$ cat src/rtl/seg7_pkg.sv
// Shared constants and types for the 7-segment readback monitor.
// Segment patterns are active-low, bit0 = a ... bit6 = g.
package seg7_pkg;

  localparam int NUM_DIGITS = 8;
  localparam int SEG_W      = 7;
  localparam int CNT_W      = 8;

  localparam logic [SEG_W-1:0] SEG_0     = 7'h40;
  localparam logic [SEG_W-1:0] SEG_1     = 7'h79;
  localparam logic [SEG_W-1:0] SEG_2     = 7'h24;
  localparam logic [SEG_W-1:0] SEG_3     = 7'h30;
  localparam logic [SEG_W-1:0] SEG_4     = 7'h19;
  localparam logic [SEG_W-1:0] SEG_5     = 7'h12;
  localparam logic [SEG_W-1:0] SEG_6     = 7'h02;
  localparam logic [SEG_W-1:0] SEG_7     = 7'h78;
  localparam logic [SEG_W-1:0] SEG_8     = 7'h00;
  localparam logic [SEG_W-1:0] SEG_9     = 7'h10;
  localparam logic [SEG_W-1:0] SEG_A     = 7'h08;
  localparam logic [SEG_W-1:0] SEG_B     = 7'h03;
  localparam logic [SEG_W-1:0] SEG_C     = 7'h46;
  localparam logic [SEG_W-1:0] SEG_D     = 7'h21;
  localparam logic [SEG_W-1:0] SEG_E     = 7'h06;
  localparam logic [SEG_W-1:0] SEG_F     = 7'h0E;
  localparam logic [SEG_W-1:0] SEG_BLANK = 7'h7F;

  localparam logic [1:0] REG_DIGITS = 2'd0;
  localparam logic [1:0] REG_STATUS = 2'd1;
  localparam logic [1:0] REG_CHANGE = 2'd2;
  localparam logic [1:0] REG_IRQ_EN = 2'd3;

  typedef struct packed {
    logic [3:0] nibble;
    logic       valid;
    logic       blank;
  } seg7_dec_t;

endpackage

$ cat src/rtl/seg7_decode.sv
// Combinational segment pattern -> hex nibble decoder.
// Blank and unrecognised patterns both report nibble 0 with valid low.
module seg7_decode
  import seg7_pkg::*;
(
  input  logic [SEG_W-1:0] seg_i,
  output seg7_dec_t        dec_o
);

  always_comb begin
    dec_o       = '0;
    dec_o.valid = 1'b1;
    case (seg_i)
      SEG_0:     dec_o.nibble = 4'h0;
      SEG_1:     dec_o.nibble = 4'h1;
      SEG_2:     dec_o.nibble = 4'h2;
      SEG_3:     dec_o.nibble = 4'h3;
      SEG_4:     dec_o.nibble = 4'h4;
      SEG_5:     dec_o.nibble = 4'h5;
      SEG_6:     dec_o.nibble = 4'h6;
      SEG_7:     dec_o.nibble = 4'h7;
      SEG_8:     dec_o.nibble = 4'h8;
      SEG_9:     dec_o.nibble = 4'h9;
      SEG_A:     dec_o.nibble = 4'hA;
      SEG_B:     dec_o.nibble = 4'hB;
      SEG_C:     dec_o.nibble = 4'hC;
      SEG_D:     dec_o.nibble = 4'hD;
      SEG_E:     dec_o.nibble = 4'hE;
      SEG_F:     dec_o.nibble = 4'hF;
      SEG_BLANK: begin
        dec_o.valid = 1'b0;
        dec_o.blank = 1'b1;
      end
      default:   dec_o.valid = 1'b0;
    endcase
  end

endmodule

$ cat src/rtl/seg7_readback.sv
// Round-robin, debounced readback of eight 7-segment buses with an
// Avalon-MM register view (digits, status, sticky change flags, irq).
module seg7_readback
  import seg7_pkg::*;
#(
  parameter int STABLE_COUNT = 4
) (
  input  logic             clk_clk,
  input  logic             reset_reset_n,
  input  logic [SEG_W-1:0] seg0_export,
  input  logic [SEG_W-1:0] seg1_export,
  input  logic [SEG_W-1:0] seg2_export,
  input  logic [SEG_W-1:0] seg3_export,
  input  logic [SEG_W-1:0] seg4_export,
  input  logic [SEG_W-1:0] seg5_export,
  input  logic [SEG_W-1:0] seg6_export,
  input  logic [SEG_W-1:0] seg7_export,
  input  logic [1:0]       avs_address,
  input  logic             avs_read,
  output logic [31:0]      avs_readdata,
  input  logic             avs_write,
  input  logic [31:0]      avs_writedata,
  output logic             irq
);

  localparam logic [CNT_W-1:0] STABLE_CNT = CNT_W'(STABLE_COUNT);

  logic [NUM_DIGITS-1:0][SEG_W-1:0] seg_in;
  assign seg_in = {seg7_export, seg6_export, seg5_export, seg4_export,
                   seg3_export, seg2_export, seg1_export, seg0_export};

  logic [2:0]                        scan_idx_q, scan_idx_d;
  logic [NUM_DIGITS-1:0][SEG_W-1:0]  last_q, last_d;
  logic [NUM_DIGITS-1:0][CNT_W-1:0]  cnt_q, cnt_d;
  logic [NUM_DIGITS-1:0][3:0]        digits_q, digits_d;
  logic [NUM_DIGITS-1:0]             valid_q, valid_d;
  logic [NUM_DIGITS-1:0]             blank_q, blank_d;
  logic [NUM_DIGITS-1:0]             change_q, change_d;
  logic [NUM_DIGITS-1:0]             irq_en_q, irq_en_d;
  logic                              irq_q, irq_d;
  logic [31:0]                       rdata_q, rdata_d;

  logic [SEG_W-1:0]      raw;
  logic [SEG_W-1:0]      cur_last;
  logic [CNT_W-1:0]      cur_cnt;
  logic                  commit;
  seg7_dec_t             dec;
  logic [NUM_DIGITS-1:0] change_set;
  logic [NUM_DIGITS-1:0] change_clr;
  logic                  unused_wdata;

  assign unused_wdata = ^avs_writedata[31:NUM_DIGITS];

  // One decoder serves all digits through the scan multiplexer.
  assign raw = seg_in[scan_idx_q];

  seg7_decode u_decode (
    .seg_i (raw),
    .dec_o (dec)
  );

  assign scan_idx_d = scan_idx_q + 3'd1;

  // Debounce: the visited digit restarts on any change and commits only on
  // the visit that first brings its count up to STABLE_COUNT.
  always_comb begin
    last_d   = last_q;
    cnt_d    = cnt_q;
    commit   = 1'b0;
    cur_last = last_q[scan_idx_q];
    cur_cnt  = cnt_q[scan_idx_q];
    if (raw != cur_last) begin
      last_d[scan_idx_q] = raw;
      cnt_d[scan_idx_q]  = CNT_W'(1);
      commit             = (STABLE_CNT == CNT_W'(1));
    end else if (cur_cnt != STABLE_CNT) begin
      cnt_d[scan_idx_q]  = cur_cnt + CNT_W'(1);
      commit             = ((cur_cnt + CNT_W'(1)) == STABLE_CNT);
    end
  end

  always_comb begin
    digits_d   = digits_q;
    valid_d    = valid_q;
    blank_d    = blank_q;
    change_set = '0;
    if (commit) begin
      digits_d[scan_idx_q]   = dec.nibble;
      valid_d[scan_idx_q]    = dec.valid;
      blank_d[scan_idx_q]    = dec.blank;
      change_set[scan_idx_q] = (digits_q[scan_idx_q] != dec.nibble) ||
                               (valid_q[scan_idx_q]  != dec.valid)  ||
                               (blank_q[scan_idx_q]  != dec.blank);
    end
  end

  // A commit setting a flag overrides a W1C of the same bit.
  always_comb begin
    change_clr = '0;
    if (avs_write && avs_address == REG_CHANGE) begin
      change_clr = avs_writedata[NUM_DIGITS-1:0];
    end
    change_d = (change_q & ~change_clr) | change_set;
    irq_en_d = irq_en_q;
    if (avs_write && avs_address == REG_IRQ_EN) begin
      irq_en_d = avs_writedata[NUM_DIGITS-1:0];
    end
    irq_d = |(change_q & irq_en_q);
  end

  // Reads sample the registers before this edge's commit/write.
  always_comb begin
    rdata_d = rdata_q;
    if (avs_read) begin
      case (avs_address)
        REG_DIGITS: rdata_d = digits_q;
        REG_STATUS: rdata_d = {16'h0000, blank_q, valid_q};
        REG_CHANGE: rdata_d = {24'h000000, change_q};
        REG_IRQ_EN: rdata_d = {24'h000000, irq_en_q};
        default:    rdata_d = '0;
      endcase
    end
  end

  always_ff @(posedge clk_clk or negedge reset_reset_n) begin
    if (!reset_reset_n) begin
      scan_idx_q <= '0;
      last_q     <= {NUM_DIGITS{SEG_BLANK}};
      cnt_q      <= {NUM_DIGITS{STABLE_CNT}};
      digits_q   <= '0;
      valid_q    <= '0;
      blank_q    <= '1;
      change_q   <= '0;
      irq_en_q   <= '0;
      irq_q      <= 1'b0;
      rdata_q    <= '0;
    end else begin
      scan_idx_q <= scan_idx_d;
      last_q     <= last_d;
      cnt_q      <= cnt_d;
      digits_q   <= digits_d;
      valid_q    <= valid_d;
      blank_q    <= blank_d;
      change_q   <= change_d;
      irq_en_q   <= irq_en_d;
      irq_q      <= irq_d;
      rdata_q    <= rdata_d;
    end
  end

  assign avs_readdata = rdata_q;
  assign irq          = irq_q;

endmodule

$ cat config.mk
export PLATFORM = sky130hd
export DESIGN_NAME = seg7_readback
export DESIGN_NICKNAME = d
export VERILOG_FILES = /design/src/rtl/seg7_pkg.sv /design/src/rtl/seg7_decode.sv /design/src/rtl/seg7_readback.sv
export SDC_FILE = /design/constraint.sdc
export NUM_CORES = 1
export LEC_CHECK = 0
export BUFFER_PORTS_ARGS = -buffer_cell sky130_fd_sc_hd__buf_2
export CORE_UTILIZATION = 54
export CTS_CLUSTER_DIAMETER = 50
export DETAILED_ROUTE_END_ITERATION = 12
export GPL_TIMING_DRIVEN = 1
export HOLD_SLACK_MARGIN = 0.08
export PLACE_DENSITY = 0.77
export SYNTH_ARGS = -nofsm -noshare
export SYNTH_HDL_FRONTEND = slang
export SYNTH_HIERARCHICAL = 1
export SYNTH_SLANG_ARGS = --single-unit
$ cat constraint.sdc
create_clock -name clk_clk -period 4.2 [get_ports clk_clk]
set_input_delay 0.42 -clock clk_clk [delete_from_list [all_inputs] [get_ports clk_clk]]
set_output_delay 0.42 -clock clk_clk [all_outputs]
set_load 0.05 [all_outputs]
==> impl_results.md, run 1 <==
- HPWL after detailed placement: 20,600 um
- Maximum fanout along the worst path: 27
- Effective utilization at floorplan: 0.557
- CP peak stage delay: 0.70 ns
- Placed Area: 12,700 um^2
- Vias per cell: 6.20
- Comb pwr share: 0.070
- Number of nets in the finished design: 1,166
- Share of synthesized flip-flops with an asynchronous set or reset: 1.00
- Number of cells on the worst reg-to-reg path: 10
- Number of buffers added by the clock tree synthesis step: 27
- Endpoint kind of the worst setup timing path: flip-flop
- Number of cell rows: 53
- Power share of the sequential group: 0.471
- Run status: finished clean
- CTS clk-pin slew, worst paths: 0.06 ns
- Synth Area in Compound Gates: 0.121
- Post-synthesis simple-gate area fraction: 0.0979
- Routed wire per std cell: 22.4 um
- Buffers inserted during post-CTS setup optimization: 0
- Yosys Warn Count: 6
- Most used flip-flop cell after synthesis: dfrtp_1
- Number of distinct library cells after synthesis: 76
- Post-detailed-route count of antenna-violating nets: 0
- Area added between synthesis and finish: 14.8%
- Final design instance area without fill: 13,600 um^2
- Internal cell power: 3610 uW
- Largest family of logic cells by synthesized area: multiplexers
- Xor/xnor cell area share of the yosys netlist: 0.0355
- Max IR drop VDD: 0.000383 V
- Final worst path period share: 0.945
- Root buffer selected by CTS: clkbuf_16
- CP dominant cell by count: buf_12
- Worst-skew pair later-pin latency: 0.53 ns
- Period minus WS final: 3.97 ns
- Number of ports placed on the die boundary: 127
- Highest clock rate: 252 MHz
- Synthesized area per cell: 12.4 um^2
- Synthesized netlist cell count: 957
- Inserted Diodes: 0
- Setup slack after placement: 0.322 ns
- Wirelength, routed: 30,500 um
- P per Cell Area: 349 nW/um^2
- LEAKAGE: 0.00590 uW
- Portion of the post-synthesis area used by sequential elements: 0.472
- Total via count in the routed design: 8,441
- Share of post-route cells with drive strength above 1: 0.426
- Starting DRT DRC Count: 616
- Post-CTS Resized: 0
- Port Buf Inserts: 102
- Clk sinks: 220
- RSZ-0062 raised after global routing: no
- Startpoint class of the critical path: flip-flop
- Number of flops mapped to enable cells by yosys: 0
- Ordered cell list for the critical path: buf_12 -> buf_4 -> nor2b_1 -> a22oi_1 -> nand3_1 -> nand2_1 -> or4_4 -> buf_12 -> o21ai_2 -> a22o_1
- Max H-tree Level: 1
- Die X: 150 um
- Clock network power share: 0.459
- Endpoint required time on the critical path: 4.66 ns
- Total of max-cap violations: 0
- Fin Setup TNS: 0 ns
- Total of fill cells in the finished design: 1,583
- DIE AREA: 22,500 um^2
- Max-slew headroom: 0.322
- Maximum clock path buffer count: 3
- Final-report hold violation count: 0
- Total of hold buffers inserted after clock tree synthesis: 0
- Critical path type: flip-flop to flip-flop
- First-pass GRT wire length: 47,900 um
- Switching part of the total: 0.239
- Net Switching: 1130 uW
- Number of global-route vias before repair: 8,645
- Number of endpoints failing setup at the final stage: 0
- Core area: 21,300 um^2
- Router iterations before antenna repair: 7
- Pin count of the biggest net entering global routing: 123
- Final count of pins violating max slew: 0
- Crit path arrival time: 4.43 ns
- Synthesized cell area: 11,800 um^2
- Antenna violations before repair: 0
- Adder and majority cell fraction of the synthesized area: 0.00422
- Clock Skews: 0.0179 ns
- Placer congestion estimate: 0.902
- Slowest stage cell, crit path: nor2b_1
- Number of register bits inferred by synthesis: 220
- TritonCTS clock tree: yes
- Overall routing resource usage: 0.280
- Slew of the pin with the lowest slew margin: 1.02 ns
- Synth Net Count: 1,055
- Remaining design rule violation count: 0
- Global route overflow: 0
- Die height: 150 um
- Hold crit path type: input port to async pin
- Final Worst Setup Slack: 0.229 ns
- Proportion of synthesized area in mux cells: 0.226
-- kinds of logic (layout without fill, tap and decap cells) --
logic type      count (synthesis)  in the layout
simple gates                  207            207
compound gates                177            177
xor+xnor                       48             48
fa+ha+maj                       4              4
mux                           199            199
flops                         220            220
buf+inv                       102            231
-- sequential cells by signal, summed over array words and instances, names as in the netlist --
name and cells:
cnt_q 64, last_q 56, avs_readdata 32, digits_q 32, blank_q 8, change_q 8
irq_en_q 8, valid_q 8, scan_idx_q 3, irq 1
-- critical path: cells and delay by family (launching register included) --
kind | cells | cell delay (ns)
and+or+nand+nor | 4 | 1.75
AOI/OAI and AO/OA | 3 | 0.90
DFF | 1 | 0.43
buffers and inverters | 3 | 0.81
-- layout by cell type (no fill, tap or decap), types with 8 or more instances in the layout --
cell	instances
a22o_1	44
nand4_4	8
o2bb2ai_1	17
o22ai_1	13
inv_1	37
a22oi_1	18
nand2_1	84
xor2_1	23
mux2i_1	25
buf_2	101
mux4_2	40
xnor2_1	25
nor2_1	31
clkbuf_16	28
nand3_1	18
o21ai_0	32
dfstp_2	72
a2bb2oi_1	8
buf_4	38
dfrtp_1	145
mux2_2	125
-- power by group through the flow --
stage                     sequential [uW]  clock [uW]  combinational (uW)
after floorplan                      2280           0                 173
after global placement               2270           0                 324
after detailed placement             2270           0                 332
after CTS                            2230        2210                 335
after global routing                 2240        2300                 364
final                                2240        2180                 333
-- final timing paths --
kind	slack, ns	to	start
max	0.23	cnt_q[35]$_DFFE_PN0P_	scan_idx_q[1]$_DFF_PN0_
min	0.009	cnt_q[30]$_DFFE_PN0P_	reset_reset_n
max reg2reg	0.23	cnt_q[35]$_DFFE_PN0P_	scan_idx_q[1]$_DFF_PN0_
min reg2reg	0.49	cnt_q[63]$_DFFE_PN0P_	cnt_q[63]$_DFFE_PN0P_
max in group asynchronous	3.10	last_q[20]$_DFFE_PN1P_	reset_reset_n
min in group clk_clk	0.14	irq_en_q[1]$_DFFE_PN0P_	avs_writedata[1]
-- cell type report --
type / instances / area [um^2] / share of cell area
multi-input cells: 635 / 5770 / 0.424
flip-flops and latches: 220 / 5600 / 0.412
repair buffers: 145 / 905 / 0.0665
clock buffers: 36 / 761 / 0.0559
well taps: 275 / 344 / 0.0253
inverters: 39 / 146 / 0.0108
clock inverters: 11 / 77.6 / 0.00570
-- cell usage after synthesis (4+ instances only) --
master	count	area, um^2
and3_1	7	43.8
nand3_1	18	90.1
o21ai_0	32	160
o2bb2ai_1	17	149
clkbuf_1	20	75.1
mux2_2	125	1410
o22ai_1	13	81.3
buf_2	16	80.1
mux2i_1	25	250
nor3b_1	8	60.1
a22o_1	44	385
and3b_1	4	35.0
buf_6	10	113
xor2_1	23	201
dfrtp_1	148	3700
a2bb2oi_1	8	70.1
dfstp_2	72	1890
o21ai_4	7	114
a22oi_1	18	135
nand2b_1	5	31.3
nand4_4	8	170
a221o_1	4	40.0
nor3_1	6	30.0
nor2b_1	7	43.8
nand2_1	85	319
xnor2_1	25	219
inv_1	37	139
buf_4	10	75.1
nor2_1	31	116
mux2_1	6	67.6
mux4_2	40	901
buf_1	7	26.3
ha_1	4	50.1
a21oi_1	7	35.0
-- metal layers --
layer	routed length, um	track usage
met3	1990	0.0452
met1	12700	0.369
met2	14700	0.463
met5	0	0
met4	1070	0.108
-- through the flow --
| step | hold slack, ns | util | instances | power [uW] |
|---|---|---|---|---|
| after floorplan | 0.124 | - | 957 | 2450 |
| after global placement | 0.469 | 0.599 | 1314 | 2590 |
| after detailed placement | 0.475 | 0.599 | 1314 | 2600 |
| after CTS | 0.0963 | 0.638 | 1361 | 4780 |
| after global routing | 0.135 | 0.639 | 1361 | 4900 |
| final | 0.00924 | 0.639 | 1361 | 4750 |
No activity file was read; power rests on OpenSTA's default activity.
==> inputs of run 2 (changes only) <==
--- a/config.mk
+++ b/config.mk
@@ -6,12 +6,12 @@
 export NUM_CORES = 1
 export LEC_CHECK = 0
 export BUFFER_PORTS_ARGS = -buffer_cell sky130_fd_sc_hd__buf_2
-export CORE_UTILIZATION = 54
+export CORE_UTILIZATION = 52
 export CTS_CLUSTER_DIAMETER = 50
 export DETAILED_ROUTE_END_ITERATION = 12
 export GPL_TIMING_DRIVEN = 1
 export HOLD_SLACK_MARGIN = 0.08
-export PLACE_DENSITY = 0.77
+export PLACE_DENSITY = 0.75
 export SYNTH_ARGS = -nofsm -noshare
 export SYNTH_HDL_FRONTEND = slang
 export SYNTH_HIERARCHICAL = 1
==> impl_results.md, run 2 (synthesis results as in run 1) <==
- CTS clk-pin slew, worst paths: 0.06 ns
- Clock network power share: 0.467
- Number of ports placed on the die boundary: 127
- Startpoint class of the critical path: flip-flop
- Pin count of the biggest net entering global routing: 121
- Register bank with the most flops: cnt_q
- Final worst path period share: 0.948
- Total via count in the routed design: 8,451
- Comb pwr share: 0.068
- P per Cell Area: 353 nW/um^2
- Fin Setup TNS: 0 ns
- Number of nets in the finished design: 1,165
- Number of buffers added by the clock tree synthesis step: 27
- Routed wire per std cell: 22.0 um
- Max H-tree Level: 1
- Total of hold buffers inserted after clock tree synthesis: 0
- RSZ-0062 raised after global routing: no
- Starting DRT DRC Count: 643
- Global route overflow: 0
- Maximum clock path buffer count: 3
- Crit path arrival time: 4.37 ns
- Clk sinks: 220
- Number of endpoints failing setup at the final stage: 0
- Final-report hold violation count: 0
- Worst-skew pair later-pin latency: 0.53 ns
- WL met3: 1770 um
- TritonCTS clock tree: yes
- Startpoint of the worst-slack reg-to-reg timing path: scan_idx_q[1]$_DFF_PN0_
- Hold crit path type: input port to async pin
- Critical path type: flip-flop to flip-flop
- Wl on met1: 12,700 um
- DIE AREA: 23,400 um^2
- Uppermost layer routed: met4
- R2R Setup Slk: 0.22 ns
- Number of flip-flops in the largest register: 64
- Most common library cell in the layout ignoring fill and taps: dfrtp_1
- Share of post-route cells with drive strength above 1: 0.426
- Total of max-cap violations: 0
- Number of cells on the worst reg-to-reg path: 13
- Net Switching: 1130 uW
- LEAKAGE: 0.00592 uW
- HPWL after detailed placement: 20,300 um
- Clock Skews: 0.00971 ns
- Total met2 wirelength after detailed routing: 14,600 um
- Highest clock rate: 251 MHz
- Core area: 22,100 um^2
- Number of global-route vias before repair: 8,861
- Slew of the pin with the lowest slew margin: 1.25 ns
- Largest registers in the final layout: cnt_q x64, last_q x56
- Max-slew headroom: 0.160
- Maximum fanout along the worst path: 12
- Inserted Diodes: 0
- First-pass GRT wire length: 48,700 um
- Router iterations before antenna repair: 5
- Placer congestion estimate: 0.925
- Die X: 153 um
- Final count of pins violating max slew: 0
- Number of cell rows: 54
- Root buffer selected by CTS: clkbuf_16
- Switching part of the total: 0.235
- Internal cell power: 3680 uW
- Port Buf Inserts: 102
- Run status: finished clean
- Overall routing resource usage: 0.265
- Endpoint required time on the critical path: 4.59 ns
- Area added between synthesis and finish: 14.9%
- Leading cell types in the layout, fill and taps excluded: 145 x dfrtp_1, 125 x mux2_2, 101 x buf_2, 84 x nand2_1, 72 x dfstp_2
- Endpoint kind of the worst setup timing path: flip-flop
- Pwr Total: 4810 uW
- Post-detailed-route count of antenna-violating nets: 0
- Antenna violations before repair: 0
- Vias per cell: 6.18
- Remaining design rule violation count: 0
- Power share of the sequential group: 0.464
- Max IR drop VDD: 0.000364 V
- Wirelength, routed: 30,000 um
- Reg-to-reg endpoint: change_q[6]$_DFF_PN0_
- Effective utilization at floorplan: 0.536
- Die height: 153 um
- Period minus WS final: 3.98 ns
[run 2: changes by cell type in the layout (fill, tap and decap cells not counted), moves of 2 or more]
cell,before,now
inv_6,3,5
buf_12,5,3
clkinv_2,4,6
clkinvlp_4,3,1
buf_6,0,2
[run 2: through the flow]
step | util | std cells | area [um^2] | setup slack [ns] | hold WS, ns
detailed placement | 0.575 | 1317 | 12700 | 0.0502 | 0.473
global route | 0.616 | 1367 | 13600 | 0.0229 | 0.134
CTS | 0.615 | 1366 | 13600 | 0.0652 | 0.0890
finish | 0.616 | 1367 | 13600 | 0.220 | 0.0493
floorplan | - | 957 | 11900 | 0.0240 | 0.124
global placement | 0.575 | 1317 | 12700 | 0.164 | 0.467
[run 2: final cells by class]
class / instances / area, um^2
Multi-Input combinational cell: 635 / 5770
Inverter: 39 / 146
Clock buffer: 36 / 761
Clock inverter: 13 / 111
Fill cell: 1729 / 8480
Sequential cell: 220 / 5600
Timing Repair Buffer: 144 / 880
Tap cell: 280 / 350
[run 2: worst max-delay path by stage]
stage | to | start | slack, ns
after floorplan | change_q[0]$_DFF_PN0_ | scan_idx_q[1]$_DFF_PN0_ | 0.02
after global placement | change_q[7]$_DFF_PN0_ | scan_idx_q[1]$_DFF_PN0_ | 0.16
after detailed placement | change_q[6]$_DFF_PN0_ | scan_idx_q[1]$_DFF_PN0_ | 0.05
after CTS | change_q[6]$_DFF_PN0_ | scan_idx_q[1]$_DFF_PN0_ | 0.07
after global routing | change_q[1]$_DFF_PN0_ | scan_idx_q[1]$_DFF_PN0_ | 0.02
final | change_q[6]$_DFF_PN0_ | scan_idx_q[1]$_DFF_PN0_ | 0.22
[run 2: repair_timing]
| action | CTS | global route |
|---|---|---|
| resized for setup | 0 | 4 |
| setup buffers | 0 | 1 |
| setup endpoints to repair | 0 | 8 |
[run 2: critical path: stages (launching register included)]
cell       delay, ns
dfrtp_4         0.58
buf_6           0.22
mux4_2          0.50
nand2_1         0.08
nand2_1         0.27
nor3b_1         0.26
a22oi_1         0.24
o21ai_0         0.13
or3_1           0.51
xor2_1          0.22
nor3_1          0.18
nand3_1         0.16
o2111ai_4       0.34
o21ai_0         0.14
[run 2: layer usage]
layer,GRT usage,up-vias
met5,0,-
met4,0.0919,0
met3,0.0456,81
met1,0.346,4313
met2,0.446,299
li1,-,3758
[run 2: power groups by stage]
stage | registers [uW] | logic, uW | clock network, uW
floorplan | 2280 | 173 | 0
global placement | 2260 | 322 | 0
detailed placement | 2270 | 330 | 0
CTS | 2230 | 331 | 2280
global route | 2240 | 361 | 2370
finish | 2230 | 329 | 2250
